<file path="src/rtl/q15_pkg.sv">
// Shared constants, width and state encoding for the Q16.48 dot-product accumulator.
package q15_pkg;

    localparam int unsigned Q15_W = 64;

    localparam logic [Q15_W-1:0] Q15_NAN     = 64'h8000_0000_0000_0000;
    localparam logic [Q15_W-1:0] Q15_POS_INF = 64'h7FFF_FFFF_FFFF_FFFF;
    localparam logic [Q15_W-1:0] Q15_NEG_INF = 64'h8000_0000_0000_0001;

    typedef enum logic [1:0] {
        ST_IDLE  = 2'd0,
        ST_ACCUM = 2'd1,
        ST_HOLD  = 2'd2
    } q15_state_t;

endpackage

</file>
<file path="src/rtl/q15_sat_adder.sv">
// Combinational special-value-aware adder for the Q16.48 encoding:
// NaN and infinities propagate, finite sums saturate to +/-inf instead of wrapping.
module q15_sat_adder
    import q15_pkg::*;
(
    input  logic [Q15_W-1:0] i_a,
    input  logic [Q15_W-1:0] i_b,
    output logic [Q15_W-1:0] o_sum
);

    localparam logic signed [Q15_W:0] SUM_MAX = 65'sh0_7FFF_FFFF_FFFF_FFFE;
    localparam logic signed [Q15_W:0] SUM_MIN = 65'sh1_8000_0000_0000_0002;

    logic signed [Q15_W:0] w_sum;
    logic                  w_a_nan, w_b_nan, w_a_pinf, w_b_pinf, w_a_ninf, w_b_ninf;

    always_comb begin
        w_a_nan  = (i_a == Q15_NAN);
        w_b_nan  = (i_b == Q15_NAN);
        w_a_pinf = (i_a == Q15_POS_INF);
        w_b_pinf = (i_b == Q15_POS_INF);
        w_a_ninf = (i_a == Q15_NEG_INF);
        w_b_ninf = (i_b == Q15_NEG_INF);
        w_sum    = $signed({i_a[Q15_W-1], i_a}) + $signed({i_b[Q15_W-1], i_b});

        o_sum = w_sum[Q15_W-1:0];
        if (w_a_nan || w_b_nan) begin
            o_sum = Q15_NAN;
        end else if ((w_a_pinf && w_b_ninf) || (w_a_ninf && w_b_pinf)) begin
            o_sum = Q15_NAN;
        end else if (w_a_pinf || w_b_pinf) begin
            o_sum = Q15_POS_INF;
        end else if (w_a_ninf || w_b_ninf) begin
            o_sum = Q15_NEG_INF;
        end else if (w_sum > SUM_MAX) begin
            o_sum = Q15_POS_INF;
        end else if (w_sum < SUM_MIN) begin
            o_sum = Q15_NEG_INF;
        end
    end

endmodule

</file>
<file path="src/rtl/q15_dot_accumulator.sv">
// Streaming dot-product accumulator: sums Q16.48 terms until in_last, then holds the result.
// Optional term counter on out_count is enabled by defining Q15_DOT_COUNT_EN.
module q15_dot_accumulator
    import q15_pkg::*;
#(
    parameter int unsigned CNT_W = 8
) (
    input  logic             clk,
    input  logic             rst_n,
    input  logic             in_valid,
    output logic             in_ready,
    input  logic [Q15_W-1:0] in_data,
    input  logic             in_last,
    output logic             out_valid,
    input  logic             out_ready,
`ifdef Q15_DOT_COUNT_EN
    output logic [CNT_W-1:0] out_count,
`endif
    output logic [Q15_W-1:0] out_data
);

    if (CNT_W < 1 || CNT_W > 16) begin : g_bad_cnt_w
        $error("CNT_W must be in 1..16");
    end

    q15_state_t       r_state, w_state_nxt;
    logic [Q15_W-1:0] r_acc;
    logic [Q15_W-1:0] w_sum;
    logic             w_accept;
    logic             w_clear;

    q15_sat_adder u_adder (
        .i_a   (r_acc),
        .i_b   (in_data),
        .o_sum (w_sum)
    );

    always_ff @(posedge clk or negedge rst_n) begin
        if (!rst_n) begin
            r_state <= ST_IDLE;
        end else begin
            r_state <= w_state_nxt;
        end
    end

    always_comb begin
        w_state_nxt = r_state;
        in_ready    = 1'b0;
        out_valid   = 1'b0;
        out_data    = '0;
        w_accept    = 1'b0;
        w_clear     = 1'b0;
        case (r_state)
            ST_IDLE, ST_ACCUM: begin
                in_ready = 1'b1;
                w_accept = in_valid;
                if (in_valid) begin
                    w_state_nxt = in_last ? ST_HOLD : ST_ACCUM;
                end
            end
            ST_HOLD: begin
                out_valid = 1'b1;
                out_data  = r_acc;
                w_clear   = out_ready;
                if (out_ready) begin
                    w_state_nxt = ST_IDLE;
                end
            end
            default: begin
                w_state_nxt = ST_IDLE;
            end
        endcase
    end

    // First term of a sum loads directly so a held NaN/inf never leaks into the next sum.
    always_ff @(posedge clk or negedge rst_n) begin
        if (!rst_n) begin
            r_acc <= '0;
        end else if (w_accept) begin
            r_acc <= (r_state == ST_IDLE) ? in_data : w_sum;
        end else if (w_clear) begin
            r_acc <= '0;
        end
    end

`ifdef Q15_DOT_COUNT_EN
    logic [CNT_W-1:0] r_count;

    always_ff @(posedge clk or negedge rst_n) begin
        if (!rst_n) begin
            r_count <= '0;
        end else if (w_accept) begin
            if (r_count != '1) begin
                r_count <= r_count + 1'b1;
            end
        end else if (w_clear) begin
            r_count <= '0;
        end
    end

    assign out_count = (r_state == ST_HOLD) ? r_count : '0;
`endif

endmodule

</file>
<file path="config.mk">
export PLATFORM = sky130hd
export DESIGN_NAME = q15_dot_accumulator
export DESIGN_NICKNAME = d
export VERILOG_FILES = /design/src/rtl/q15_pkg.sv /design/src/rtl/q15_sat_adder.sv /design/src/rtl/q15_dot_accumulator.sv
export SDC_FILE = /design/constraint.sdc
export NUM_CORES = 1
export LEC_CHECK = 0
export ABC_AREA = 1
export CORE_MARGIN = 2
export CORE_UTILIZATION = 35
export CTS_CLUSTER_SIZE = 40
export DETAILED_ROUTE_END_ITERATION = 10
export SETUP_SLACK_MARGIN = 0.3
export SKIP_CTS_REPAIR_TIMING = 1
export SYNTH_ARGS = -nofsm -noshare
export SYNTH_HDL_FRONTEND = slang
export SYNTH_SLANG_ARGS = --single-unit
</file>
<file path="constraint.sdc">
create_clock -name clk -period 7.2 [get_ports clk]
set_clock_uncertainty 0.15 [all_clocks]
set_input_delay 2.16 -clock clk [delete_from_list [all_inputs] [get_ports clk]]
set_output_delay 2.16 -clock clk [all_outputs]
set_load 0.02 [all_outputs]
</file>
==> results of run 1 <==
## routing by layer
layer | GRT usage (%) | wire (um)
met5 | 0 | 0
met4 | 7.12 | 907
met1 | 40.9 | 24200
met2 | 53.0 | 24900
met3 | 3.31 | 2200
## how the worst max path moves through the flow
stage,to,slack [ns],depth (start not counted)
global route,r_acc[31],0.68,24
global placement,r_acc[32],0.65,24
floorplan,r_acc[5],2.41,25
finish,r_acc[31],0.94,24
CTS,r_acc[31],1.10,24
detailed placement,r_acc[41],0.70,24
## synth_stat cells
master	count
sky130_fd_sc_hd__nand2_2	14
sky130_fd_sc_hd__nand3_2	3
sky130_fd_sc_hd__nor2_1	242
sky130_fd_sc_hd__nand3_1	87
sky130_fd_sc_hd__buf_2	7
sky130_fd_sc_hd__buf_4	1
sky130_fd_sc_hd__o2111ai_1	1
sky130_fd_sc_hd__nor3_1	12
sky130_fd_sc_hd__ha_1	64
sky130_fd_sc_hd__buf_6	6
sky130_fd_sc_hd__o21bai_1	6
sky130_fd_sc_hd__nor2_4	1
sky130_fd_sc_hd__xor2_2	1
sky130_fd_sc_hd__buf_1	7
sky130_fd_sc_hd__dfrtp_1	66
sky130_fd_sc_hd__nor3b_1	1
sky130_fd_sc_hd__nand4_1	78
sky130_fd_sc_hd__nor2_2	10
sky130_fd_sc_hd__xor2_1	1
sky130_fd_sc_hd__nor3_2	3
sky130_fd_sc_hd__xnor2_1	1
sky130_fd_sc_hd__a21oi_1	45
sky130_fd_sc_hd__fa_1	1
sky130_fd_sc_hd__nand3b_1	12
sky130_fd_sc_hd__nor4b_1	2
sky130_fd_sc_hd__nor4_2	1
sky130_fd_sc_hd__o21ai_0	10
sky130_fd_sc_hd__nand2_1	1193
sky130_fd_sc_hd__inv_1	433
sky130_fd_sc_hd__and2_1	3
sky130_fd_sc_hd__nor4_1	24
sky130_fd_sc_hd__o22ai_1	1
sky130_fd_sc_hd__o21ai_4	1
sky130_fd_sc_hd__inv_2	5
sky130_fd_sc_hd__clkbuf_1	23
## power groups by stage
| stage | registers (uW) | logic [uW] | clock network (uW) |
|---|---|---|---|
| after CTS | 786 | 4370 | 531 |
| after detailed placement | 791 | 4350 | 0 |
| after global placement | 788 | 4340 | 0 |
| after global routing | 813 | 4960 | 544 |
| after floorplan | 677 | 3070 | 0 |
| final | 793 | 4400 | 525 |
## final cells by class
type	instances	area [sq um]	share of cell area, %
Multi-Input combinational cell	1818	8110	59.1
Sequential cell	66	1650	12.0
Inverter	438	1640	12.0
Timing Repair Buffer	148	1440	10.5
Tap cell	442	553	4.03
Clock buffer	10	239	1.74
Clock inverter	6	88.8	0.647
## flip-flops by register name (all words and copies together), names as in the netlist
name     count
r_acc       64
r_state      2
## cells by family (layout without fill, tap and decap cells)
logic type      Yosys count  in the layout  synth area share [%]
xor+xnor                  3              3                 0.291
flops                    66             66                  14.2
buf+inv                 482            602                  16.1
fa+ha+maj                65             65                  7.07
compound gates           64             64                  3.03
simple gates           1686           1686                  59.3
## through the flow
step | setup WS [ns] | hold WS [ns] | std cells | util [%] | area [sq um]
3_5_place_dp | 0.697 | 0.385 | 2912 | 41.1 | 13400
2_1_floorplan | 2.41 | 0.345 | 2366 | - | 11600
5_1_grt | 0.684 | 0.428 | 2928 | 42.1 | 13700
3_3_place_gp | 0.654 | 0.376 | 2912 | 41.1 | 13400
6_report | 0.939 | 0.405 | 2928 | 42.1 | 13700
4_1_cts | 1.10 | 0.398 | 2928 | 42.1 | 13700
## critical path, delay by kind of cell
family | cells | cell delay (ns)
and+or+nand+nor | 20 | 2.62
buffers and inverters | 2 | 0.97
adders and majority gates | 1 | 0.42
AOI/OAI and AO/OA | 1 | 0.13
==> flow_summary.rst, run 1 <==
.. list-table::
   :header-rows: 1

   * - Metric
     - Value
   * - Outcome
     - completed
   * - Area Overhead vs Synth
     - 18.2%
   * - Setup-violating endpoint count in the final report
     - 0
   * - Net count of the mapped netlist
     - 2500
   * - Overflow after GRT
     - 0
   * - Critical R2R Launch
     - r_acc[9]
   * - Number of vias per cell after detailed routing
     - roughly 4.9
   * - Port bufs
     - ~130
   * - Leakage dissipation
     - approximately 0.0083 uW
   * - Htree depth
     - 3
   * - Biggest fanout along the worst timing path
     - 44
   * - Final wirelength
     - about 52000 um
   * - Transition at the pin with the smallest max-transition slack
     - between 1 and 1.5 ns
   * - Root cell of the clock tree
     - sky130_fd_sc_hd__clkbuf_16
   * - Critical path cell sequence
     - clkdlybuf4s50_1, ha_1, nand2_1, nor2_1, nand3_1, nand3_1, nand2_1, nand2_1, nand3_1, nand3_1, nand2_1, nand2_1, nor2_1, nand2_1, nor2_1, nand2_1, nand2_2, o21ai_4, buf_4, nand2_1, nand2_1, nand2_1, nand2_1, nand2_1
   * - Number of top-level design ports
     - approximately 140
   * - First-pass iteration count of the detailed router
     - 5
   * - Delay of the slowest critical-path stage
     - 0.49 ns
   * - Reg2reg setup slack
     - approximately 2.7 ns
   * - Gate power share
     - 77.0%
   * - Number of cells traversed by the worst hold path
     - 2
   * - Sw frac
     - around three fifths
   * - Capture endpoint of the worst hold path
     - r_acc[29]
   * - Worst-case clock buffer depth
     - 2
   * - Number of design rule violations left after detail routing
     - 0
   * - Num CTS Buffers
     - 9
   * - Global-route wire length before repair
     - between 70000 and 80000 um
   * - Area contributors post-synth
     - sky130_fd_sc_hd__nand2_1 (39%), sky130_fd_sc_hd__dfrtp_1 (14%), sky130_fd_sc_hd__inv_1 (14%)
   * - DR WL/cell
     - about 18 um
   * - Mapped Avg Cell Area
     - 4.91 sq um
   * - Synth Register Bits
     - 66
   * - Largest net degree at the start of global routing
     - 67
   * - Internal power
     - between 2000 and 2500 uW
   * - Post-route antenna net violation count
     - 0
   * - Most common cell after layout, fill and taps aside
     - sky130_fd_sc_hd__nand2_1
   * - Max-cap check violation count
     - 0
   * - FMAX
     - between 0.15 and 0.2 GHz
   * - Number of filler instances in the final layout
     - between 3000 and 4000
   * - Commonest cells after routing, fill and taps aside
     - sky130_fd_sc_hd__nand2_1 (1193), sky130_fd_sc_hd__inv_1 (432), sky130_fd_sc_hd__nor2_1 (241)
   * - PwrDens
     - approximately 420 nW/um^2
   * - Number of instances in the synthesized netlist
     - 2366
   * - Path type of the worst min-delay path
     - reg -> reg
   * - Cell area after synthesis
     - roughly 12000 sq um
   * - Worst Hold Launch
     - r_acc[29]
   * - Antenna fix cells
     - 0
   * - Worst-path cell with the longest stage delay
     - sky130_fd_sc_hd__clkdlybuf4s50_1
   * - DRC marker count from the first detailed-route iteration
     - roughly 1100
   * - Initial core utilization
     - a little over a third
   * - Peak supply drop
     - 0.223 mV
   * - Number of global-route vias before repair
     - between 10000 and 15000
   * - CP arrival
     - around 6.4 ns
   * - Kind of critical path
     - in -> reg
   * - Number of pins exceeding their max-slew limit in the final report
     - 0
   * - Number of placement rows
     - between 60 and 70
   * - Crit. End Element
     - flip-flop
   * - Clock tree from TritonCTS
     - yes
   * - Critical path origin
     - in_data[10]
   * - Fraction of final layout cells with drive strength greater than 1
     - just under 3%
   * - Overall power consumption
     - approximately 5700 uW
   * - Part of the total power dissipated in the clock network
     - a little under a tenth
   * - Synthesis Warnings
     - 0
   * - Final critical-path share of the clock period
     - 87.0%
   * - Most prevalent standard cell on the critical path
     - sky130_fd_sc_hd__nand2_1
   * - Chip width
     - 186 um
   * - Nature of the critical path startpoint
     - primary input
   * - Area of the die
     - about 35000 sq um
   * - Number of hold violations in the final report
     - 0
   * - Number of sinks handled by clock tree synthesis
     - 66
   * - Clock Pin Slew Worst Setup and Hold Paths
     - ~0.060 ns
   * - Fraction of power consumed by sequential logic
     - approximately 14%
   * - Global-route usage over all layers
     - between 30% and 40%
   * - Antenna violations before repair
     - 0
   * - HPWL Detailed
     - between 40000 and 50000 um
   * - Top-area cell type share of the netlist area
     - just under 40%
   * - Setup_tns
     - 0 ns
   * - Total via count after detailed routing
     - 14500
   * - Worst flop-to-flop path endpoint
     - r_acc[31]
   * - Largest area contributor in the netlist
     - sky130_fd_sc_hd__nand2_1
   * - Core box area
     - around 33000 sq um
   * - Clock Latency Late Sink
     - 0.39 ns
   * - Reg2Reg Depth
     - 23
   * - Required time at the worst-slack endpoint
     - about 7.3 ns
   * - Sw Pwr
     - approximately 3500 uW
   * - Routability congestion estimate
     - roughly 1.0
   * - Count of unique library cells instantiated by Yosys
     - 35
   * - Setup repair after global routing missed its margin
     - false
   * - Seq/Total Area, Yosys
     - between 10% and 20%
   * - Minimum clock period
     - about 6.3 ns
   * - Number of nets in the layout
     - 2615
   * - DIE HEIGHT
     - approximately 190 um
   * - Headroom to the max-slew limit
     - 24.9%
(Power assumes the default switching activity.)
==> run 2: changes to the inputs <==
CTS_CLUSTER_DIAMETER = 120   (was default)
SKIP_CTS_REPAIR_TIMING = default   (was 1)
==> results of run 2 <==
The final DEF is identical to that of run 1; final timing and power are the same.
